$ cat config.mk
export PLATFORM = sky130hd
export DESIGN_NAME = rs_issue_sched
export DESIGN_NICKNAME = d
export VERILOG_FILES = /design/src/rtl/rs_issue_sched.sv
export SDC_FILE = /design/constraint.sdc
export NUM_CORES = 1
export LEC_CHECK = 0
export ABC_AREA = 1
export BUFFER_PORTS_ARGS = -buffer_cell sky130_fd_sc_hd__buf_2
export CAP_MARGIN = 5
export CORE_AREA = 2 2 78 80
export CTS_BUF_LIST = sky130_fd_sc_hd__clkbuf_4
export CTS_CLUSTER_SIZE = 16
export DETAILED_ROUTE_END_ITERATION = 8
export DIE_AREA = 0 0 80 82
export GPL_TIMING_DRIVEN = 0
export PLACE_DENSITY_LB_ADDON = 0.1
export SKIP_CTS_REPAIR_TIMING = 1
export SYNTH_ARGS = -nofsm -noshare
export SYNTH_HDL_FRONTEND = slang
export SYNTH_SLANG_ARGS = --single-unit
$ cat constraint.sdc
create_clock -name clock -period 2.05 [get_ports clock]
set_clock_uncertainty 0.05 [all_clocks]
set_input_delay 0.3075 -clock clock [delete_from_list [all_inputs] [get_ports clock]]
set_output_delay 0.3075 -clock clock [all_outputs]
set_load 0.01 [all_outputs]
$ cat src/rtl/rs_issue_sched.sv
// Reservation-station issue scheduler: one ALU and one MULT pick per cycle with
// XOR-rotated priority, plus single-CDB writeback slot reservation tracking.
module rs_issue_sched #(
  parameter int unsigned RS_SIZE  = 8,
  parameter int unsigned MULT_LAT = 4
) (
  input  logic                       clock,
  input  logic                       reset,
  input  logic                       en,
  input  logic                       squash,
  input  logic [RS_SIZE-1:0]         ready,
  input  logic [RS_SIZE-1:0]         is_mult,
  output logic [RS_SIZE-1:0]         alu_gnt,
  output logic [RS_SIZE-1:0]         mult_gnt,
  output logic                       alu_issue,
  output logic                       mult_issue,
  output logic [1:0]                 wb_src,
  output logic [$clog2(RS_SIZE)-1:0] alu_ptr,
  output logic [$clog2(RS_SIZE)-1:0] mult_ptr
);

  localparam int unsigned PW = $clog2(RS_SIZE);

  typedef enum logic [1:0] {
    WB_NONE = 2'd0,
    WB_ALU  = 2'd1,
    WB_MULT = 2'd2
  } wb_owner_e;

  // res_q[k] holds the owner of CDB slot (now + k + 1).
  wb_owner_e         res_q [MULT_LAT];
  wb_owner_e         res_d [MULT_LAT];
  wb_owner_e         wb_src_q, wb_src_d;
  logic [PW-1:0]     alu_ptr_q, alu_ptr_d;
  logic [PW-1:0]     mult_ptr_q, mult_ptr_d;
  logic [RS_SIZE-1:0] alu_req, mult_req;
  logic              issue_ok, alu_blocked, mult_blocked;

  // Winner is the requester with the smallest (index XOR p).
  function automatic logic [RS_SIZE-1:0] pick(input logic [RS_SIZE-1:0] req,
                                              input logic [PW-1:0]      p);
    logic [RS_SIZE-1:0] g;
    logic [PW-1:0]      idx;
    g = '0;
    for (int unsigned j = RS_SIZE; j > 0; j--) begin
      idx = PW'(j - 1) ^ p;
      if (req[idx]) begin
        g      = '0;
        g[idx] = 1'b1;
      end
    end
    return g;
  endfunction

  always_comb begin
    alu_req      = ready & ~is_mult;
    mult_req     = ready & is_mult;
    issue_ok     = en & ~squash & ~reset;
    alu_blocked  = (res_q[0] != WB_NONE);
    mult_blocked = (res_q[MULT_LAT-1] != WB_NONE);

    alu_gnt    = (issue_ok && !alu_blocked)  ? pick(alu_req,  alu_ptr_q)  : '0;
    mult_gnt   = (issue_ok && !mult_blocked) ? pick(mult_req, mult_ptr_q) : '0;
    alu_issue  = |alu_gnt;
    mult_issue = |mult_gnt;

    alu_ptr_d  = alu_issue  ? alu_ptr_q + 1'b1  : alu_ptr_q;
    mult_ptr_d = mult_issue ? mult_ptr_q + 1'b1 : mult_ptr_q;

    // After the shift, slot (now + MULT_LAT) sits at index MULT_LAT-2.
    for (int unsigned k = 0; k < MULT_LAT - 1; k++) begin
      res_d[k] = res_q[k+1];
    end
    res_d[MULT_LAT-1] = WB_NONE;
    if (mult_issue) res_d[MULT_LAT-2] = WB_MULT;

    wb_src_d = alu_issue ? WB_ALU : res_q[0];

    if (squash) begin
      for (int unsigned k = 0; k < MULT_LAT; k++) begin
        res_d[k] = WB_NONE;
      end
      wb_src_d = WB_NONE;
    end
  end

  always_ff @(posedge clock) begin
    if (reset) begin
      alu_ptr_q  <= '0;
      mult_ptr_q <= '0;
      wb_src_q   <= WB_NONE;
      res_q      <= '{default: WB_NONE};
    end else begin
      alu_ptr_q  <= alu_ptr_d;
      mult_ptr_q <= mult_ptr_d;
      wb_src_q   <= wb_src_d;
      res_q      <= res_d;
    end
  end

  assign wb_src   = wb_src_q;
  assign alu_ptr  = alu_ptr_q;
  assign mult_ptr = mult_ptr_q;

endmodule

; Word-level counts from Yosys, hierarchy flattened
; Index checks and enable logic that the tools add are counted.
[totals]
ff_bits = 16
output_inout_bits = 26
input_bits = 20
[classes]
n_reduce_logical = 27
n_bitwise = 21
n_mux = 84
magnitude_cmp = 32
add_sub_neg = 2
[op_table]
columns = cell, count
row1 = $mux 8, 18
row2 = $lt 3x4->1 const B, 16
row3 = $bmux 1 s3, 16
row4 = $demux 1 s3, 16
row5 = $ge 3x1->1 const B, 16
row6 = $mux 1, 33
row7 = $reduce_or 10->1, 2
row8 = $logic_and 1x1->1, 18
row9 = $and 8x8->8, 2
row10 = $reduce_or 8->1, 2
row11 = $not 2->2, 6
row12 = $not 1->1, 8
row13 = $not 8->8, 1
row14 = $add 3x1->3 const B, 2
row15 = $not 3->3, 2
row16 = $reduce_bool 2->1, 2
row17 = $and 1x1->1, 2
row18 = $logic_not 1->1, 2
row19 = $mux 2, 1
row20 = $reduce_or 2->1, 1

; Depth between registers and ports, before layout
[depth]
word_depth = 16
depth_mapped = 24
ltp_nobuf = 21

; Worst setup path before layout
; No wires, ideal clock.
[synth_path]
path_type = reg-to-output
from = register mult_ptr_q[0] (netlist: mult_ptr[0])
to = output port mult_issue
n_path_buf = 3
setup_slack_ps = -237
arrival_ps = 1929
t_required_ps = 1692
path_stages_with_launch = 21
cell_sequence = dfxtp_1 -> buf_6 -> inv_6 -> buf_8 -> nand2_1 -> nand3_2 -> nand2_2 -> nand2_2 -> nand2_4 -> buf_6 -> a21oi_1 -> o21ai_1 -> nand2_1 -> nand2_1 -> nand2_1 -> nand2_1 -> nand2_1 -> nand2_1 -> nand2_1 -> nor2_4 -> nand2_2
[synth_via]
elab_chain_len = 15
word_cells_on_any_way = 70
[synth_rtl]
columns = item, line_no
row1 = start: declaration, 35  ; logic [PW-1:0] mult_ptr_q, mult_ptr_d;
row2 = start signal: assignment, 95  ; mult_ptr_q <= mult_ptr_d;
row3 = $not 3->3 (no source line), --
row4 = $lt 3x4->1 (implied by the code) / $ge 3x1->1 (equally long branches), 49  ; g[idx] = 1'b1;
row5 = $logic_and 1x1->1 (implied by the code), 49
row6 = $mux 1 (implied by the code), 49
row7 = $demux 1 s3, 49
row8 = $mux 8 (7 in a row), 47  ; if (req[idx]) begin
row9 = $mux 8 (*), 47
row10 = $mux 8 (*), 63  ; mult_gnt = (issue_ok && !mult_blocked) ? pick(mult_req, mult_ptr_q) : '0;
row11 = $reduce_or 8->1 (*), 65  ; mult_issue = |mult_gnt;
row12 = end: declaration, 16  ; output logic mult_issue,
; Mark *: on every way between the ends. The rest lies on a longest branch, timed or not. The select of a mux whose other input is x is not followed.

; Final worst setup path
[layout_path]
from = register alu_ptr_q[0] (netlist: alu_ptr[0])
to = output port alu_issue
[layout_via]
elab_chain_len = 15
word_cells_on_any_way = 70
[layout_rtl]
columns = item, line_no
row1 = start: declaration, 34  ; logic [PW-1:0] alu_ptr_q, alu_ptr_d;
row2 = start signal: assignment, 94  ; alu_ptr_q <= alu_ptr_d;
row3 = $not 3->3 (no source line), --
row4 = $lt 3x4->1 (implied by the code) / $ge 3x1->1 (equally long branches), 49
row5 = $logic_and 1x1->1 (implied by the code), 49
row6 = $mux 1 (implied by the code), 49
row7 = $demux 1 s3, 49
row8 = $mux 8 (7 in a row), 47
row9 = $mux 8 (*), 47
row10 = $mux 8 (*), 62  ; alu_gnt = (issue_ok && !alu_blocked) ? pick(alu_req, alu_ptr_q) : '0;
row11 = $reduce_or 8->1 (*), 64  ; alu_issue = |alu_gnt;
row12 = end: declaration, 15  ; output logic alu_issue,
; Marks and branches as above.

==> reports/qor.csv <==
stage,metric,value,unit
grt,GR Util All Layers,26.6,%
logic_synthesis,Adder-Cell Fraction of Synth Area,0.836,%
grt,largest net degree at the start of global routing,11,
logic_synthesis,Cell variety after synth,29,
drt,DRC,0,
grt,antenna violations before repair,0,
floorplan,DIE WIDTH,80,um
floorplan,initial cell density of the core,52.1,%
logic_synthesis,Post-synth EDFFs,0,
drt,drt total wl,10800,um
final_layout,fin area,0.00429,mm^2
final_layout,share of layout cells above drive strength 1,42.6,%
timing,max-slew violations,0,
drt,post-route ant nets,0,
logic_synthesis,mux contribution to synthesized area,0,%
logic_synthesis,Post-Syn Nets,575,
timing,PnR worst setup slack,-0.900,ns
setup_path,family with the most delay on the worst path,simple AND/OR/NAND/NOR gates,
timing,final hold slack,0.244,ns
setup_path,worst reg2reg startpoint,alu_ptr[0],
floorplan,io pins,46,
timing,Fmax,0.339,GHz
logic_synthesis,leading area contributor after synthesis,nand2_1,
setup_path,kind of critical path,register to primary output,
final_layout,Area Growth Syn to Fin,43.4,%
pwr,Max VDD drop,0.858,mV
logic_synthesis,post-synth top area share,24.6,%
logic_synthesis,Cells after Synth,553,
logic_synthesis,top_reg_cell synth,dfxtp_1,
grt,first-pass GRT wire length,14400,um
place,gp weighted congestion,0.980,
status,status,finished with violations,
setup_path,R2R Path End,alu_ptr[1],
place,Placed Cells,673,
final_layout,area of the multi-input gates,0.00278,mm^2
final_layout,layout net count,661,
logic_synthesis,sequential share of the synthesized area,7.36,%
drt,drt pass-1 iters,5,
logic_synthesis,synthesis-stage register bit count,11,
timing,Hold Fails Final Rpt,0,
timing,final setup fails,26,
timing,RSZ-0062 raised after global routing,true,
setup_path,Reg2Reg Setup Slack,-0.59,ns
clock_network,CTS Buf Count,3,
clock_network,H-tree depth,1,
setup_path,"slowest stage delay, CP",0.42,ns
logic_synthesis,Post-synth ARST share,0,%
drt,vias per inst,5.76,
final_layout,Fillers,459,
place,number of port buffers,45,
worst_hold_path,Hold EP,mult_ptr[0],
logic_synthesis,syn_area_per_cell,5.41,um^2
floorplan,FP Rows,28,
clock_network,Clock Sink Count,11,
timing,Worst-Margin Slew,0.484,ns
place,"Cell Area, Placed",0.00335,mm^2
logic_synthesis,XOR/XNOR Fraction of Synth Area,0.585,%
setup_path,cell count of the worst reg-to-reg path,21,
timing,slew margin rel.,67.5,%
final_layout,register area,240,um^2
timing,Final min period,2.95,ns
floorplan,die footprint,0.00656,mm^2
drt,vias,4107,
setup_path,"Arr. time, crit path",2.59,ns
clock_network,clk root buf,clkbuf_4,
worst_hold_path,hold_sp,reset,
floorplan,area of the core,0.00575,mm^2
final_layout,"non-filler cells, final",713,
logic_synthesis,Synth Area in Simple Gates,56.4,%
place,Place WS,-0.577,ns
status,failing checks,negative setup slack,
setup_path,Worst EP required,1.69,ns
grt,remaining global-route overflow,0,
setup_path,CP Launch Type,register,
worst_hold_path,Worst Hold Depth,2,
final_layout,number of diodes,0,
clock_network,clk buf depth,2,
worst_hold_path,Hold WC Path Type,input pin to register,
logic_synthesis,mapped cell area,0.00299,mm^2
setup_path,Crit path top cell by count,nand2_1,
clock_network,Worst-Skew Late Latency,0.26,ns
logic_synthesis,Compound-Gate Fraction of Synth Area,19.4,%
place,dpl hpwl,6850,um
drt,wire per inst,15.1,um
setup_path,worst-path fanout max,8,
grt,vias in the first global route,3201,
timing,period utilization,144,%
logic_synthesis,combinational family with the most area after synthesis,simple AND/OR/NAND/NOR gates,
pwr,Pleak,2.25,nW
logic_synthesis,Synth area leaders,"nand2_1, a21oi_1, nand3_1",
floorplan,Die Y,82,um
logic_synthesis,Ys Warns,0,
setup_path,Critical-path top delay cell,dfxtp_4,
clock_network,CTS tree,done,
clock_network,"CTS clk-pin slew, worst paths",0.06,ns
run,max_cap viols,0,
pwr,Power Dens Cells,1570,mW/mm^2
drt,First DRT Iteration DRCs,400,
setup_path,cells along the critical path,inv_6 > nand3_1 > nand3_1 > nand3_4 > nand2_4 > buf_4 > a21oi_2 > nand2_1 > nand2_1 > nand2_2 > nand2_1 > nand2_1 > nand2_1 > nand2_1 > nand2_2 > nand2_2 > nor2_4 > nand2_2 > buf_2,
setup_path,Setup crit end kind,primary output,
setup_path,WP buf/inv,3,
power breakdown:
part           internal, mW  total, mW  leakage, nW  switching, mW
Clock                0.0884      0.156       0.0184         0.0673
Sequential            0.291      0.397       0.0941          0.106
Combinational          2.52       6.17         2.14           3.66
worst max-delay path by stage:
stage | startpoint | end | slack (ns) | depth (start not counted)
4_1_cts | mult_ptr[0] | mult_issue | -0.88 | 19
2_1_floorplan | mult_ptr[0] | mult_issue | -0.18 | 22
6_report | alu_ptr[0] | alu_issue | -0.90 | 19
3_3_place_gp | mult_ptr[0] | mult_issue | -0.58 | 19
3_5_place_dp | mult_ptr[0] | mult_issue | -0.58 | 22
5_1_grt | alu_ptr[0] | alu_issue | -1.04 | 19
cells in the final DEF, fill, tap and decap left out:
cell        instances
buf_6              11
xor2_1              2
buf_8               7
dfxtp_4             5
nor3_2              5
a21oi_4             1
inv_4               2
o21ai_1             7
nand4_1             2
o21ai_0             4
a21oi_2            16
nand3_2            27
ha_1                2
nand3_4            13
nand2_1           173
o21ai_4             2
inv_1              39
dfxtp_1             5
clkbuf_16           3
nand2_2            36
buf_4              33
dfxtp_2             1
inv_2              23
and2_4              1
nor2_4              3
nand3_1            46
buf_12              5
a21oi_1            79
clkinvlp_4          1
buf_2              42
nor2_1              7
nand2_4            13
clkbuf_4            6
inv_6               2
o21ai_2             2
nor3_4             11
nor2_8              1
cells in the mapped netlist, types with 3 or more instances:
cell type and n:
nand3_1 64, a21oi_1 93, nor3_2 9, buf_6 10, buf_4 5, nand2_4 5, dfxtp_1 11, inv_1 53
nand3_2 22, inv_2 12, o21ai_2 4, nor2_1 7, nor3_1 6, o21ai_0 4, buf_2 8, o21ai_1 7
nand2_1 196, nor2_4 3, a21oi_2 3, nand2_2 19
stage by stage:
stage / util [%] / setup TNS, ns / total power, mW
floorplan: - / -0.575 / 3.91
global placement: 58.3 / -7.21 / 4.77
detailed placement: 58.3 / -7.34 / 4.83
CTS: 58.9 / -12.55 / 5.00
global route: 74.7 / -17.96 / 7.31
finish: 74.7 / -13.43 / 6.72
final cells by class:
class | instances | share of cell area [%]
tap | 75 | 2.19
buffer | 23 | 6.71
clock buffer | 4 | 0.700
inverter | 67 | 6.30
multi-input combinational | 453 | 64.8
sequential | 11 | 5.60
timing repair buffer | 80 | 13.7
logic make-up (layout without fill, tap and decap cells):
family | Yosys count | count (layout)
xor+xnor | 2 | 2
simple gates | 336 | 338
buf+inv | 91 | 174
fa+ha+maj | 2 | 2
flops | 11 | 11
compound gates | 111 | 111
layer usage:
| metal | track usage (%) | up-vias | share of wire [%] |
|---|---|---|---|
| li1 | - | 1984 | - |
| met1 | 38.8 | 1859 | 42 |
| met2 | 44.1 | 233 | 47 |
| met3 | 2.20 | 31 | 9.2 |
| met4 | 2.54 | 0 | 2.0 |
| met5 | 0 | - | 0 |
registers in the layout, summed over array words and instances (netlist names):
| signal | cells |
|---|---|
| mult_ptr | 3 |
| res_q | 3 |
| wb_src | 2 |
| alu_ptr | 3 |
(Power assumes the default switching activity.)
